===== src/rtl/cam_pkg.sv =====
// Shared types and default sizing for the content-addressable lookup block.
package cam_pkg;
  localparam int DEF_WIDTH = 8;
  localparam int DEF_DEPTH = 8;

  typedef enum logic [1:0] {
    IDLE,
    COMPARE,
    RESPOND
  } state_t;
endpackage


===== src/rtl/cam_word.sv =====
// One stored CAM word with write enable and qualified equality match.
module cam_word
  import cam_pkg::*;
#(
  parameter int WIDTH = DEF_WIDTH
) (
  input  logic             clk,
  input  logic             write_en,
  input  logic [WIDTH-1:0] write_data,
  input  logic             compare_en,
  input  logic [WIDTH-1:0] key,
  output logic             match
);

  logic [WIDTH-1:0] data;

  // Payload bits are don't-care until the owning valid bit is set.
  always_ff @(posedge clk) begin
    if (write_en) data <= write_data;
  end

  assign match = compare_en & (&(data ~^ key));

endmodule


===== src/rtl/cam_lookup.sv =====
// Small FIFO-allocated CAM with a 2-cycle search and a held result.
module cam_lookup
  import cam_pkg::*;
#(
  parameter int WIDTH = DEF_WIDTH,
  parameter int DEPTH = DEF_DEPTH
) (
  input  logic                     clk,
  input  logic                     reset_i,
  input  logic                     write_valid_i,
  output logic                     write_ready_o,
  input  logic [WIDTH-1:0]         write_data_i,
  input  logic                     search_valid_i,
  output logic                     search_ready_o,
  input  logic [WIDTH-1:0]         search_data_i,
  input  logic                     clear_i,
  output logic                     result_valid_o,
  input  logic                     result_ready_i,
  output logic                     result_hit_o,
  output logic [$clog2(DEPTH)-1:0] result_index_o,
  output logic [$clog2(DEPTH):0]   occupancy_o
);

  localparam int AW = $clog2(DEPTH);
  localparam logic [AW:0] FULL = (AW+1)'(DEPTH);

  state_t state, state_next;

  logic [WIDTH-1:0] key_q;
  logic [DEPTH-1:0] valid_q;
  logic [DEPTH-1:0] match;
  logic [DEPTH-1:0] match_q;
  logic [AW-1:0]    ptr_q;
  logic [AW:0]      occ_q;
  logic [AW-1:0]    idx;
  logic             hit;

  logic idle;
  logic search_fire;
  logic write_fire;
  logic clear_fire;

  assign idle        = (state == IDLE);
  assign search_fire = search_valid_i & idle;
  assign write_fire  = write_valid_i & write_ready_o;
  assign clear_fire  = clear_i & idle;

  assign search_ready_o = idle;
  assign write_ready_o  = idle & ~search_valid_i;

  always_ff @(posedge clk) begin
    if (reset_i) state <= IDLE;
    else         state <= state_next;
  end

  always_comb begin
    state_next = state;
    unique case (state)
      IDLE:    if (search_fire) state_next = COMPARE;
      COMPARE: state_next = RESPOND;
      RESPOND: if (result_ready_i) state_next = IDLE;
      default: state_next = IDLE;
    endcase
  end

  always_ff @(posedge clk) begin
    if (search_fire) key_q <= search_data_i;
  end

  always_ff @(posedge clk) begin
    if (reset_i)               match_q <= '0;
    else if (state == COMPARE) match_q <= match;
  end

  // Clear beats a same-cycle write; a full CAM overwrites the oldest slot.
  always_ff @(posedge clk) begin
    if (reset_i) begin
      valid_q <= '0;
      ptr_q   <= '0;
      occ_q   <= '0;
    end else if (clear_fire) begin
      valid_q <= '0;
      ptr_q   <= '0;
      occ_q   <= '0;
    end else if (write_fire) begin
      valid_q[ptr_q] <= 1'b1;
      ptr_q          <= ptr_q + 1'b1;
      if (occ_q != FULL) occ_q <= occ_q + 1'b1;
    end
  end

  for (genvar g = 0; g < DEPTH; g++) begin : g_word
    cam_word #(
      .WIDTH(WIDTH)
    ) u_word (
      .clk       (clk),
      .write_en  (write_fire & ~clear_fire & (ptr_q == AW'(g))),
      .write_data(write_data_i),
      .compare_en(valid_q[g] & (state == COMPARE)),
      .key       (key_q),
      .match     (match[g])
    );
  end

  always_comb begin
    hit = |match_q;
    idx = '0;
    for (int i = DEPTH - 1; i >= 0; i--) begin
      if (match_q[i]) idx = AW'(i);
    end
  end

  assign result_valid_o = (state == RESPOND);
  assign result_hit_o   = result_valid_o & hit;
  assign result_index_o = result_valid_o ? idx : '0;
  assign occupancy_o    = occ_q;

endmodule


===== config.mk =====
export PLATFORM = sky130hd
export DESIGN_NAME = cam_lookup
export DESIGN_NICKNAME = d
export VERILOG_FILES = /design/src/rtl/cam_pkg.sv /design/src/rtl/cam_word.sv /design/src/rtl/cam_lookup.sv
export SDC_FILE = /design/constraint.sdc
export NUM_CORES = 1
export LEC_CHECK = 0
export ABC_AREA = 1
export CAP_MARGIN = 40
export CORE_ASPECT_RATIO = 1.25
export CORE_MARGIN = 1.5
export CORE_UTILIZATION = 40
export DETAILED_ROUTE_END_ITERATION = 8
export GPL_ROUTABILITY_DRIVEN = 0
export GPL_TIMING_DRIVEN = 0
export PLACE_DENSITY_LB_ADDON = 0.25
export RECOVER_POWER = 25
export SLEW_MARGIN = 40
export SYNTH_ARGS = -nofsm -noshare
export SYNTH_HDL_FRONTEND = slang
export SYNTH_SLANG_ARGS = --single-unit
export TNS_END_PERCENT = 5

===== constraint.sdc =====
create_clock -name clk -period 1.68 [get_ports clk]
set_clock_uncertainty 0.05 [all_clocks]
set_input_delay 0.336 -clock clk [delete_from_list [all_inputs] [get_ports clk]]
set_output_delay 0.336 -clock clk [all_outputs]
set_load 0.02 [all_outputs]

==> flow_summary.ini, run 1 <==
[pwr]
leakagePower_nw = 2.124
ir_drop_v = 0.0005321
powerDensity_nw_per_um2 = 942.1

[die]
dieHeight_um = 120.9
dieArea_um2 = 11760
pin_count = 33
rows = 42
start_util_pct = 41.47
die_w_um = 97.29
core_area_um2 = 10720

[route]
routedWlPerCell_um = 13.87
vias = 2926
drc = 0
via_per_inst = 4.637
wirelength_um = 8749
drt-initial-drc-count = 114
firstDrtPassIters = 4
ant_nets = 0

[sta]
fin_crit_ns = 1.723
finalHoldWorstSlack_ns = 0.3454
rsz0062_at_grt = true
post-route-period-util_pct = 102.6
worst-slew-pin-transition_ns = 0.6296
setup_viol = 38
finalHoldViolations = 0
fmax_mhz = 580.4
timing.setup.tns_ns = -0.7611
max_slew_margin_pct = 57.98
slew_violations = 0
layout_setup_ws_ns = -0.04289

[global_route]
grt_max_degree = 16
grt_overflow_total = 0
grt_pass1_wl_um = 14150
grt_usage_pct = 15.72
grt_pass1_vias = 2966
antenna_found_initial = 0

[worst_hold_path]
holdCritPathClass = in -> reg

[critical_path]
cp_max_fo = 8
worstPathRequired_ns = 1.68
worst_setup_path_end_kind = flop
worst_setup_path_start_kind = flop
crit_type = reg -> reg
cp.arrival_ns = 1.73

[clocking]
root_buffer = clkbuf_16
clock_sinks = 97
numCtsBuffers = 9
clock_latency_ns = 0.34
cts_tree = done
clk_pin_slew_worst_paths_ns = 0.06
cts_max_path_buffers = 2
h-tree-depth = 3

[placed_design]
numPortBuffers = 32
dp.cells = 603
post_dp_cell_area_um2 = 4990
dp_hpwl_um = 6172

[synth]
synth-seq-area-share_pct = 59.89
synthCells = 439
yosysUniqueCellTypes = 31
syn_nets = 469
async_reset_ff_share_pct = 0
syn_area_um2 = 4446
synth_seq_cells = 97
postSynthAreaPerCell_um2 = 10.13
synth.yosys.warnings = 0
synth_edf_count = 72
synth_flop_cell = edfxtp_1

[finish]
final_nets = 524
final_layout_size_suffix_gt1_share_pct = 16.03
fillers = 984
diodes = 0
final_cells = 631
multi_input_area_um2 = 1572
area_growth_pct = 23.11
stdcell_area_um2 = 5473
seq_area_um2 = 2671

[flow_run]
drv_cap = 0

[status]
violations = setup timing
outcome = finished, violations left
-- kinds of logic (layout without fill, tap and decap cells) --
kind of cell    count (synthesis)  count (layout)  share of synthesized area [%]
flops                          97              97                          59.89
compound gates                 33              33                          3.800
simple gates                  193             193                          19.70
fa+ha+maj                       8               8                          2.252
xor+xnor                       39              39                          7.684
buf+inv                        69             129                          6.670
-- layer usage --
metal / share of wire (%) / GRT usage, %
met1: 43 / 18.14
met2: 50 / 27.84
met3: 2.8 / 2.477
met4: 4.5 / 8.839
met5: 0 / 0
-- where the power goes --
part           switching [mW]  internal, mW  leakage [nW]
Combinational           0.240         0.166          1.11
Sequential             0.0198          2.61         0.858
Clock                   0.811          1.31         0.159
-- metrics by stage --
stage	util, %	setup WS, ns	power, mW
floorplan	-	-0.03477	2.931
global placement	46.52	-0.5902	3.073
detailed placement	46.55	-0.6265	3.082
CTS	49.92	-0.1812	5.200
global route	51.05	-0.08045	5.328
finish	51.05	-0.04289	5.156
-- cell usage after synthesis (6+ instances only) --
library cell,number,area (um2)
inv_1,55,206.5
nand3_1,18,90.09
xnor2_1,30,262.8
nand2_1,104,390.4
a21oi_1,23,115.1
dfxtp_1,25,500.5
edfxtp_1,72,2162
xor2_1,9,78.83
ha_1,8,100.1
or2_2,7,43.79
nor2_1,43,161.4
nor3_2,6,60.06
buf_2,6,30.03
-- final cells by class --
cell class                 instances  share of cell area [%]
inverter                          56                   3.909
tap                              132                   3.018
sequential                        97                   48.81
multi-input combinational        273                   28.72
timing repair buffer              44                   7.910
clock buffer                      14                   5.190
clock inverter                     2                  0.6401
buffer                            13                   1.806
-- path summary, 6_finish.rpt --
check,from,end,slack [ns],cells past startpoint
min reg2reg,valid_q[3],valid_q[3],0.42,2
min,search_valid_i,state[0],0.35,4
max,state[0],g_word[6].u_word.data[5],-0.04,6
max reg2reg,state[0],g_word[6].u_word.data[5],-0.04,6
-- critical path, stage by stage (launching register included) --
cell and delay [ns]:
dfxtp_4 0.36, nor2_4 0.15, nand3_2 0.10, or2_4 0.24, buf_12 0.15, nor3_4 0.22
buf_12 0.16
-- cell usage in the layout, fill, tap and decap left out, drive strengths merged --
cell type      count
a21oi             23
a31oi              1
and3b              1
buf               29
bufinv             1
clkbuf            15
clkdlybuf4s50      9
clkinv             1
clkinvlp           1
dfxtp             25
dlygate4sd2        6
dlygate4sd3       11
dlymetal6s2s       1
edfxtp            72
ha                 8
inv               55
nand2            105
nand3             19
nand4              2
nor2              47
nor3               9
nor4               1
o21ai              8
o21bai             1
or2                9
xnor2             30
xor2               9
-- registers in the layout (all words and copies together), names as in the netlist --
name and count:
match_q 8, key_q 8, g_word.u_word.data 64, ptr_q 3, state 2, occupancy_o 4, valid_q 8
-- repair_timing --
action	in CTS	in global routing
pin swaps	3	7
setup buffers	3	9
endpoints found under the setup margin	75	69
gates resized for setup	39	12
hold buffers	0	0
(Power assumes the default switching activity.)
==> run 2, diff against run 1 <==
- SKIP_CTS_REPAIR_TIMING: default -> 1
==> flow_summary.ini, run 2 (same netlist as run 1, synthesis figures left out) <==
[status]
outcome = finished, violations left
violations = setup timing

[route]
ant_nets = 0
firstDrtPassIters = 4
vias = 2860
via_per_inst = 4.620
wirelength_um = 8560
drc = 0
routedWlPerCell_um = 13.83
drt-initial-drc-count = 84

[global_route]
grt_max_degree = 16
grt_pass1_vias = 2934
antenna_found_initial = 0
grt_usage_pct = 15.55
grt_overflow_total = 0
grt_pass1_wl_um = 14000

[flow_run]
drv_cap = 0

[placed_design]
dp.cells = 603
place_ws_ns = -0.6265
post_dp_cell_area_um2 = 4990
dp_hpwl_um = 6172
numPortBuffers = 32

[pwr]
ir_drop_v = 0.0005215
leakagePower_nw = 2.106
powerDensity_nw_per_um2 = 964.1

[die]
pin_count = 33
rows = 42
start_util_pct = 41.47
die_w_um = 97.29
core_area_um2 = 10720
dieArea_um2 = 11760
dieHeight_um = 120.9

[finish]
final_layout_size_suffix_gt1_share_pct = 12.94
final_cells = 619
final_nets = 512
area_growth_pct = 20.07
diodes = 0
stdcell_area_um2 = 5338
largest_register_ffs = 64
final_core_util_pct = 49.79
largest_register = g_word.u_word.data
final_common_cell = nand2_1
final_cell_mix = nand2_1 (104), edfxtp_1 (72), inv_1 (52)

[clocking]
clock_sinks = 97
clock_latency_ns = 0.34
clk_pin_slew_worst_paths_ns = 0.06
h-tree-depth = 3
cts_tree = done
cts_max_path_buffers = 2
root_buffer = clkbuf_16
numCtsBuffers = 9

[sta]
worst-slew-pin-transition_ns = 0.6244
fmax_mhz = 529.9
slew_violations = 0
post-route-period-util_pct = 112.3
max_slew_margin_pct = 58.33
setup_viol = 67
rsz0062_at_grt = true
finalHoldViolations = 0
layout_setup_ws_ns = -0.2070
fin_crit_ns = 1.887

[critical_path]
cp_max_fo = 8
worst_setup_path_start_kind = primary input
worst_setup_path_end_kind = flop
cp.arrival_ns = 1.81
crit_start = search_valid_i
worstPathRequired_ns = 1.60
worstReg2RegStart = state[1]
crit_type = in -> reg

[worst_hold_path]
holdCritPathClass = reg -> reg
holdCritStartpoint = valid_q[1]
-- run 2: worst paths after layout --
check / endpoint / slack (ns) / cells past startpoint
setup / recovery: g_word[4].u_word.data[5] / -0.21 / 6
hold reg to reg: valid_q[1] / 0.42 / 2
hold / removal: valid_q[1] / 0.42 / 2
setup reg to reg: g_word[4].u_word.data[5] / -0.17 / 5
-- run 2: per-stage QoR --
stage	setup TNS (ns)	hold slack (ns)	power [mW]
floorplan	-0.2894	0.3849	2.931
global placement	-37.97	0.4117	3.073
detailed placement	-38.52	0.4099	3.082
CTS	-17.31	0.4196	5.198
global route	-12.54	0.4496	5.316
finish	-8.321	0.4208	5.146
-- run 2: area by class of cell --
| cell class | count | area [um2] |
|---|---|---|
| clock inverter | 2 | 35.03 |
| timing repair buffer | 32 | 322.8 |
| fill | 1007 | 5383 |
| inverter | 56 | 214.0 |
| multi-input combinational | 273 | 1560 |
| tap | 132 | 165.2 |
| sequential | 97 | 2666 |
| buffer | 13 | 90.09 |
| clock buffer | 14 | 284.0 |
-- run 2: report_power, final --
part           internal [mW]  total [mW]  switching, mW
Combinational          0.158       0.394          0.235
Clock                   1.31        2.13          0.811
Sequential              2.61        2.63         0.0209
Total                   4.08        5.15           1.07
-- run 2: layer usage --
layer | GRT usage, % | vias to the layer above | share of wire (%)
met2 | 27.36 | 31 | 50
li1 | - | 1497 | -
met1 | 18.41 | 1312 | 44
met4 | 8.304 | 0 | 3.5
met3 | 2.304 | 20 | 2.6
met5 | 0 | - | 0
-- run 2: critical path, cell delays in order --
cell and delay (ns):
clkdlybuf4s50_1 0.43, inv_2 0.09, nand3_2 0.09, or2_1 0.23, buf_6 0.17, nor3_4 0.45
